`src/rtl/filter_channel_scheduler_pkg.sv`:
```
// Shared types and defaults for the multi-channel chunk scheduler.
// Holds the FSM state encoding plus default timing constants.
package filter_channel_scheduler_pkg;

  typedef enum logic [1:0] {
    ST_IDLE  = 2'd0,
    ST_DELAY = 2'd1,
    ST_START = 2'd2,
    ST_BUSY  = 2'd3
  } state_t;

  localparam int DEF_START_DELAY = 64;
  localparam int DEF_TIMEOUT     = 4096;

  // One counter serves both DELAY and BUSY, so size it for the larger span.
  function automatic int cnt_width(input int a, input int b);
    int m;
    m = (a > b) ? a : b;
    return (m > 1) ? $clog2(m) : 1;
  endfunction

endpackage

```
`src/rtl/filter_channel_scheduler_rr_picker.sv`:
```
// Rotating-priority select: first set request at or after ptr, wrapping.
// Purely combinational; the caller owns the pointer register.
module filter_channel_scheduler_rr_picker #(
  parameter int NUM_CH  = 2,
  parameter int CH_BITS = 1
) (
  input  logic [NUM_CH-1:0]  i_req,
  input  logic [CH_BITS-1:0] i_ptr,
  output logic               o_vld,
  output logic [CH_BITS-1:0] o_idx
);

  logic [CH_BITS-1:0] w_cand;

  // Walk offsets from farthest to nearest so the nearest hit is assigned last.
  always_comb begin
    o_vld  = 1'b0;
    o_idx  = '0;
    w_cand = '0;
    for (int k = NUM_CH - 1; k >= 0; k--) begin
      w_cand = CH_BITS'((int'(i_ptr) + k) % NUM_CH);
      if (i_req[w_cand]) begin
        o_vld = 1'b1;
        o_idx = w_cand;
      end
    end
  end

endmodule

```
`src/rtl/filter_channel_scheduler.sv`:
```
// Time-shares one chunk processor among NUM_CH audio channels: latches
// requests, grants round-robin, waits a settle delay, launches and watches it.
module filter_channel_scheduler
  import filter_channel_scheduler_pkg::*;
#(
  parameter int NUM_CH      = 2,
  parameter int CH_BITS     = (NUM_CH > 1) ? $clog2(NUM_CH) : 1,
  parameter int START_DELAY = DEF_START_DELAY,
  parameter int TIMEOUT     = DEF_TIMEOUT
) (
  input  logic               clk,
  input  logic               rst,
  input  logic [NUM_CH-1:0]  chunk_pulse,
  input  logic               proc_done,
  input  logic               clear_err,
  output logic               proc_start,
  output logic [CH_BITS-1:0] chan_sel,
  output logic               active,
  output logic [NUM_CH-1:0]  pending,
  output logic [NUM_CH-1:0]  overrun,
  output logic               timeout_err
);

  localparam int CNT_W = cnt_width(START_DELAY, TIMEOUT);

  state_t             r_state;
  logic [CNT_W-1:0]   r_cnt;
  logic [CH_BITS-1:0] r_chan;
  logic [CH_BITS-1:0] r_rr_ptr;
  logic               r_proc_start;
  logic               r_active;
  logic               r_timeout_err;
  logic [NUM_CH-1:0]  r_pending;
  logic [NUM_CH-1:0]  r_overrun;

  logic               w_pick_vld;
  logic [CH_BITS-1:0] w_pick_idx;
  logic               w_grant;
  logic [NUM_CH-1:0]  w_grant_vec;

  filter_channel_scheduler_rr_picker #(
    .NUM_CH  (NUM_CH),
    .CH_BITS (CH_BITS)
  ) u_rr_picker (
    .i_req (r_pending),
    .i_ptr (r_rr_ptr),
    .o_vld (w_pick_vld),
    .o_idx (w_pick_idx)
  );

  assign w_grant = (r_state == ST_IDLE) && w_pick_vld;

  always_comb begin
    w_grant_vec = '0;
    for (int i = 0; i < NUM_CH; i++)
      w_grant_vec[i] = w_grant && (w_pick_idx == CH_BITS'(i));
  end

  // A pulse landing on the grant cycle of its own channel re-arms pending.
  always_ff @(posedge clk) begin
    if (rst) begin
      r_pending <= '0;
      r_overrun <= '0;
    end else begin
      r_pending <= (r_pending & ~w_grant_vec) | chunk_pulse;
      r_overrun <= (clear_err ? '0 : r_overrun)
                 | (chunk_pulse & r_pending & ~w_grant_vec);
    end
  end

  always_ff @(posedge clk) begin
    if (rst) begin
      r_state       <= ST_IDLE;
      r_cnt         <= '0;
      r_chan        <= '0;
      r_rr_ptr      <= '0;
      r_proc_start  <= 1'b0;
      r_active      <= 1'b0;
      r_timeout_err <= 1'b0;
    end else begin
      r_proc_start <= 1'b0;
      if (clear_err)
        r_timeout_err <= 1'b0;
      case (r_state)
        ST_IDLE: begin
          if (w_pick_vld) begin
            r_chan   <= w_pick_idx;
            r_rr_ptr <= (w_pick_idx == CH_BITS'(NUM_CH - 1)) ? '0 : w_pick_idx + 1'b1;
            r_cnt    <= '0;
            r_active <= 1'b1;
            r_state  <= ST_DELAY;
          end
        end
        ST_DELAY: begin
          if (r_cnt == CNT_W'(START_DELAY - 1)) begin
            r_cnt        <= '0;
            r_proc_start <= 1'b1;
            r_state      <= ST_START;
          end else begin
            r_cnt <= r_cnt + 1'b1;
          end
        end
        ST_START: begin
          r_cnt   <= '0;
          r_state <= ST_BUSY;
        end
        ST_BUSY: begin
          // A done on the final watchdog cycle still counts as success.
          if (proc_done) begin
            r_cnt    <= '0;
            r_active <= 1'b0;
            r_state  <= ST_IDLE;
          end else if (r_cnt == CNT_W'(TIMEOUT - 1)) begin
            r_cnt         <= '0;
            r_active      <= 1'b0;
            r_timeout_err <= 1'b1;
            r_state       <= ST_IDLE;
          end else begin
            r_cnt <= r_cnt + 1'b1;
          end
        end
        default: begin
          r_cnt    <= '0;
          r_active <= 1'b0;
          r_state  <= ST_IDLE;
        end
      endcase
    end
  end

  assign proc_start  = r_proc_start;
  assign chan_sel    = r_chan;
  assign active      = r_active;
  assign pending     = r_pending;
  assign overrun     = r_overrun;
  assign timeout_err = r_timeout_err;

endmodule

```
`config.mk`:
```
export PLATFORM = sky130hd
export DESIGN_NAME = filter_channel_scheduler
export DESIGN_NICKNAME = d
export VERILOG_FILES = /design/src/rtl/filter_channel_scheduler_pkg.sv /design/src/rtl/filter_channel_scheduler_rr_picker.sv /design/src/rtl/filter_channel_scheduler.sv
export SDC_FILE = /design/constraint.sdc
export NUM_CORES = 1
export LEC_CHECK = 0
export ABC_CLOCK_PERIOD_IN_PS = 2400
export CAP_MARGIN = 40
export CORE_UTILIZATION = 50
export CTS_BUF_LIST = sky130_fd_sc_hd__clkbuf_16
export DETAILED_ROUTE_END_ITERATION = 7
export PLACE_DENSITY = 0.72
export SYNTH_ARGS = -nofsm -noshare
export SYNTH_HDL_FRONTEND = slang
export SYNTH_SLANG_ARGS = --single-unit
```
`constraint.sdc`:
```
create_clock -name clk -period 2.4 [get_ports clk]
set_input_delay 0.72 -clock clk [delete_from_list [all_inputs] [get_ports clk]]
set_output_delay 0.72 -clock clk [all_outputs]
set_load 0.01 [all_outputs]
```
== After elaboration in Yosys (flattened, before gate mapping) ==
Index checks and enable logic that the tools add are counted.

* Output and inout bits: 8
* Flip-flop bits (word level): 23
* Logic and storage cells: 68
* Bits of input ports: 6

* Bitwise operators: 8
* Equality and inequality tests: 8
* Reductions and logical operators: 9
* $lt $le $gt $ge: 2
* Multiplexer cells: 29
* $add $sub $neg: 3

{| class="wikitable"
|+ Operator list
! kind !! number
|-
| two-way mux 12 bit || 4
|-
| one-hot mux 12 bit (4 select lines) || 1
|-
| two-way mux 1 bit || 17
|-
| adder 12 x 1 -> 12 bit, second input constant || 1
|-
| equality test 12 bit, second input constant || 1
|-
| equality test 12 x 6 -> 1 bit, second input constant || 1
|-
| two-way mux 2 bit || 5
|-
| one-hot mux 2 bit (4 select lines) || 1
|-
| AND 2 bit || 3
|-
| AND reduction 3 bit || 2
|-
| equality test 2 bit, second input constant || 2
|-
| < comparator 1 x 2 -> 1 bit, second input constant || 2
|-
| != test 2 bit, second input constant || 2
|-
| OR 2 bit || 2
|-
| logical AND 1 bit || 3
|-
| != test 3 bit, second input constant || 1
|-
| adder 1 bit, second input constant || 2
|-
| equality test 2 x 1 -> 1 bit, second input constant || 1
|-
| logical NOT 2 bit || 1
|-
| inverter 1 bit || 2
|-
| inverter 2 bit || 1
|-
| one-hot mux 1 bit (2 select lines) || 1
|-
| AND reduction 2 bit || 1
|-
| nonzero test 2 bit || 1
|-
| OR reduction 2 bit || 1
|}

== Longest topological paths before layout ==
* Depth after elaboration: 10
* Gate-level depth with buffers: 8
* Mapped depth without buffers: 6

== Hierarchy ==
From an unflattened synthesis, not the netlist that was laid out.

* Cells, all modules: 146
* Area, all modules: 1,182.4 um2

{| class="wikitable"
|+ By module, submodules not included
! module !! area each (um2) !! cells each !! instances !! sequential area each (um2)
|-
| filter_channel_scheduler || 1,164.9 || 143 || 1 || 460.4
|-
| filter_channel_scheduler_rr_picker || 17.5 || 3 || 1 || 0.0
|}

== Worst setup path after synthesis ==
Ideal clock, no wire load.

* Kind: register to register
* Start: register r_cnt[0]
* End: register r_state[1]
* Setup time: 0.087 ns
* Arrival time: 1.781 ns
* Required time: 2.313 ns
* Path buffers: 1
* Slack: 0.532 ns
* Cell stages (with the launch flop): 7
* Period minus slack after synthesis: 1.868 ns
* Cell sequence: dfxtp_1 ha_1 and4_1 clkbuf_1 a41oi_2 or4_1 o31ai_1

* Longest elaborated chain between the ends: 3
* Elaborated cells on any way between the ends: 5
* Classes of those cells: eq/ne (4); reduce/logical (1)

{| class="wikitable"
|+ RTL lines
! item !! RTL line !! text
|-
| from (decl) || filter_channel_scheduler.sv:27 || <nowiki>logic [CNT_W-1:0] r_cnt;</nowiki>
|-
| from (signal assigned) || filter_channel_scheduler.sv:100 || <nowiki>r_cnt <= r_cnt + 1'b1;</nowiki>
|-
| from (signal assigned) || filter_channel_scheduler.sv:119 || <nowiki>r_cnt <= r_cnt + 1'b1;</nowiki>
|-
| equality test 12 bit or equality test 12 x 6 -> 1 bit (tied branches) || filter_channel_scheduler.sv:113, filter_channel_scheduler.sv:95 ||
|-
| != test 3 bit (no source line) or != test 2 bit (tied branches) || - ||
|-
| AND reduction 3 bit (no source line) * || - ||
|-
| to (signal assigned) || filter_channel_scheduler.sv:112 || <nowiki>r_state <= ST_IDLE;</nowiki>
|-
| to (signal assigned) || filter_channel_scheduler.sv:117 || <nowiki>r_state <= ST_IDLE;</nowiki>
|-
| to (signal assigned) || filter_channel_scheduler.sv:125 || <nowiki>r_state <= ST_IDLE;</nowiki>
|-
| to (decl) || filter_channel_scheduler.sv:26 || <nowiki>state_t r_state;</nowiki>
|}

Mark *: on every way between the ends. The rest lies on a longest branch, timed or not.
A chain may end at the register's enable or synchronous reset.

== Worst setup path in the final report ==
* Start: register r_cnt[0]
* End: register r_state[0]

Same word-level chain as after synthesis.

==> metrics.md <==
| Metric | Value |
|---|---|
| Status | `completed` |
| Min-Delay Path Class | `register to register` |
| Most frequent cells in the layout | `dfxtp_1, nand2_1, nor2_1` |
| Die W | `53.02 um` |
| Slowest stage delay, CP | `0.55 ns` |
| Final setup fails | `0` |
| Slowest CP cell | `or4_1` |
| Die ar. | `2811 sq um` |
| Slew HR | `0.6722` |
| Post-Synth Simple-Gate Area | `0.2740` |
| # Max-Cap Violations | `0` |
| Worst hold slack | `around 0.49 ns` |
| Buffer and inverter count on the worst path | `0` |
| DRC viols | `0` |
| CP Max Fanout | `6` |
| Initial antenna violation count | `0` |
| Layout cells sized above 1 | `0.07955` |
| Reg2Reg Launch Point | `r_cnt[0]` |
| Compound-Gate Fraction of Synth Area | `0.2510` |
| CP Cell Sequence | `ha_1 > nand4_1 > o41a_1 > or4_1 > o31ai_1` |
| Leakage power | `0.5100 nW` |
| Post-Place Cells | `202` |
| Worst reg-to-reg setup slack | `0.33 ns` |
| Core Footprint | `2477 sq um` |
| Yosys reg bits | `23` |
| Cell Pwr Density | `776.9 nW/um^2` |
| Adder-cell area share of the yosys netlist | `0.05769` |
| Sum Neg Setup Slack | `0 ns` |
| Fin crit share | `0.8625` |
| Syn Area/Cell | `7.934 sq um` |
| Clk buf depth | `2` |
| Final antenna-violating net count | `0` |
| Clk root buf | `clkbuf_16` |
| I/O pin cnt | `14` |
| Synthesis-to-layout area growth | `19.13%` |
| Area of the multi-input gates | `approximately 760 sq um` |
| CTS Hold Buffers Added | `0` |
| Clock Pin Slew Worst Setup and Hold Paths | `0.06 ns` |
| Final Util | `0.6258` |
| Worst slew pin tran | `0.4872 ns` |
| Clk_lat worst skew | `around 0.26 ns` |
| FF-to-FF path depth | `5` |
| Final hold vios | `0` |
| Type of element capturing the critical path | `register` |
| Site row count | `18` |
| Filler cell count | `230` |
| Seq/Total Area, Yosys | `0.3538` |
| RSZ-0062 raised after global routing | `no` |
| Number of diodes | `0` |
| Clk network pwr share | `0.305` |
| CTS tree | `built` |
| Post-Synthesis Cells | `164` |
| Routed length per placed instance | `14.35 um` |
| FF+latch area | `460.4 sq um` |
| Ys Warns | `0` |
| Die Y | `53.02 um` |
| XOR/XNOR share of the synthesized area | `0` |
| Starting DRT DRC Count | `27` |
| GP Congestion | `around 0.8` |
| Seq pwr share | `0.375` |
| Vias per cell | `around 6.1` |
| Internal | `about 0.80 mW` |
| Cell variety after synth | `37` |
| Post-CTS setup buffers | `0` |
| R2R Path End | `r_state[0]` |
| Crit path from | `r_cnt[0]` |
| Largest net degree at the start of global routing | `24` |
| Net Sw Frac | `0.3399` |
| Number of I/O port buffers | `13` |
| Crit path DAT | `2.23 ns` |
| Final Skew | `between 0.004 and 0.005 ns` |
| Sw power | `0.4093 mW` |
| Synth Net Count | `176` |
| Combinational family with the most area after synthesis | `simple AND/OR/NAND/NOR gates` |
| Num CTS Buffers | `3` |
| Vias | `1262` |
| CP delay by family, top | `simple AND/OR/NAND/NOR gates` |
| Initial Util | `0.5253` |
| First-pass GRT wire length | `5071 um` |
| Fin cells | `206` |
| HPWL after DPL | `2017 um` |
| Commonest non-fill, non-tap cell in the layout | `dfxtp_1` |
| Req. time, crit path | `approximately 2.6 ns` |
| Fmax achieved | `483.1 MHz` |
| CTS H-tree lvls | `1` |
| Final wirelength | `2957 um` |
| Post-CTS sizing | `0` |
| Worst path depth | `5` |
| Gr ovfl total | `0` |
| Cell Area, Synth | `1301 sq um` |
| Drt first pass iters | `4` |
| Tmin final | `2.070 ns` |
| Multiplexer share of the synthesized area | `0` |
| Setup Crit Path Kind | `register to register` |
| Critical path endpoint | `r_state[0]` |
| Peak supply drop | `0.0005626 V` |
| Max Slew Vio Count | `0` |
| CP Launch Type | `register` |
| # clock sinks | `23` |
| Gate power share | `0.320` |
| Nets | `189` |
| GRT Total Usage | `0.2498` |
| Vias in the first global route | `1103` |
worst min path at each step:
stage | start | to | cells past startpoint
finish | chan_sel | chan_sel | 2
global route | chan_sel | chan_sel | 2
CTS | r_cnt[1] | r_cnt[1] | 2
detailed placement | chan_sel | chan_sel | 2
global placement | chan_sel | chan_sel | 2
floorplan | r_rr_ptr | r_rr_ptr | 1
registers in the layout, summed over array words and instances (netlist names):
signal       flops
r_cnt           12
overrun          2
pending          2
r_state          2
active           1
chan_sel         1
proc_start       1
r_rr_ptr         1
timeout_err      1
cell type report:
class                           count  share of cell area
Inverter                            7             0.01695
Sequential cell                    23              0.2970
Clock buffer                        3             0.04843
Timing Repair Buffer               20              0.1178
Clock inverter                      1            0.003228
Multi-Input combinational cell    122              0.4923
Tap cell                           30             0.02421
metrics by stage:
step                power, mW  instance area [sq um]  setup WS, ns
global placement       0.8251                   1470        0.3094
CTS                     1.210                   1550        0.3424
floorplan              0.7124                   1301        0.5318
global route            1.276                   1550        0.2116
finish                  1.204                   1550        0.3299
detailed placement     0.8417                   1470        0.2531
per-layer routing:
layer	global-route usage	vias to the layer above	part of all wire
met1	0.3128	591	0.44
met5	0	-	0
met2	0.4114	33	0.49
li1	-	633	-
met3	0.04598	5	0.048
met4	0.1140	0	0.019
worst reg2reg max path, cell delays in order (launching register included):
cell     delay, ns
dfxtp_1       0.39
ha_1          0.26
nand4_1       0.23
o41a_1        0.45
or4_1         0.55
o31ai_1       0.09
synthesized netlist by cell type:
master | instances | area [sq um]
nor2b_1 | 5 | 31.28
o31ai_1 | 2 | 15.01
nand2b_1 | 1 | 6.260
nor3b_1 | 3 | 22.52
buf_6 | 1 | 11.26
and2_1 | 2 | 12.51
nand3_2 | 1 | 10.01
a32oi_1 | 1 | 8.760
a31oi_1 | 4 | 25.02
a21oi_1 | 12 | 60.06
o22ai_1 | 5 | 31.28
clkbuf_1 | 8 | 30.03
a2bb2oi_1 | 1 | 8.760
a211oi_1 | 1 | 7.510
ha_1 | 6 | 75.07
a311oi_1 | 1 | 8.760
o211ai_1 | 6 | 45.04
o221ai_1 | 1 | 8.760
a41oi_2 | 1 | 16.27
and3_1 | 1 | 6.260
buf_2 | 3 | 15.01
o2111ai_1 | 3 | 26.28
o31a_1 | 1 | 8.760
nor3_1 | 6 | 30.03
nand2_1 | 17 | 63.81
o21a_1 | 2 | 15.01
or4_1 | 3 | 22.52
nor4_1 | 5 | 31.28
inv_1 | 7 | 26.28
dfxtp_1 | 23 | 460.4
a21boi_0 | 2 | 15.01
o21ai_0 | 3 | 15.01
nand4_1 | 4 | 25.02
nand3_1 | 5 | 25.02
o41a_1 | 1 | 11.26
nor2_1 | 14 | 52.55
and4_1 | 2 | 17.52
cell families (layout without fill, tap and decap cells):
family,count (synthesis),in the layout
AND/OR/NAND/NOR,69,69
AO/OA/AOI/OAI,47,47
flip-flops,23,23
buffers and inverters,19,31
adder cells (fa/ha/maj),6,6
power by group through the flow:
stage / clock (mW) / sequential (mW) / combinational (mW)
3_3_place_gp: 0 / 0.457 / 0.368
4_1_cts: 0.372 / 0.452 / 0.386
5_1_grt: 0.382 / 0.460 / 0.434
2_1_floorplan: 0 / 0.461 / 0.252
3_5_place_dp: 0 / 0.460 / 0.382
6_report: 0.367 / 0.452 / 0.386
No activity file was read; power rests on OpenSTA's default activity.
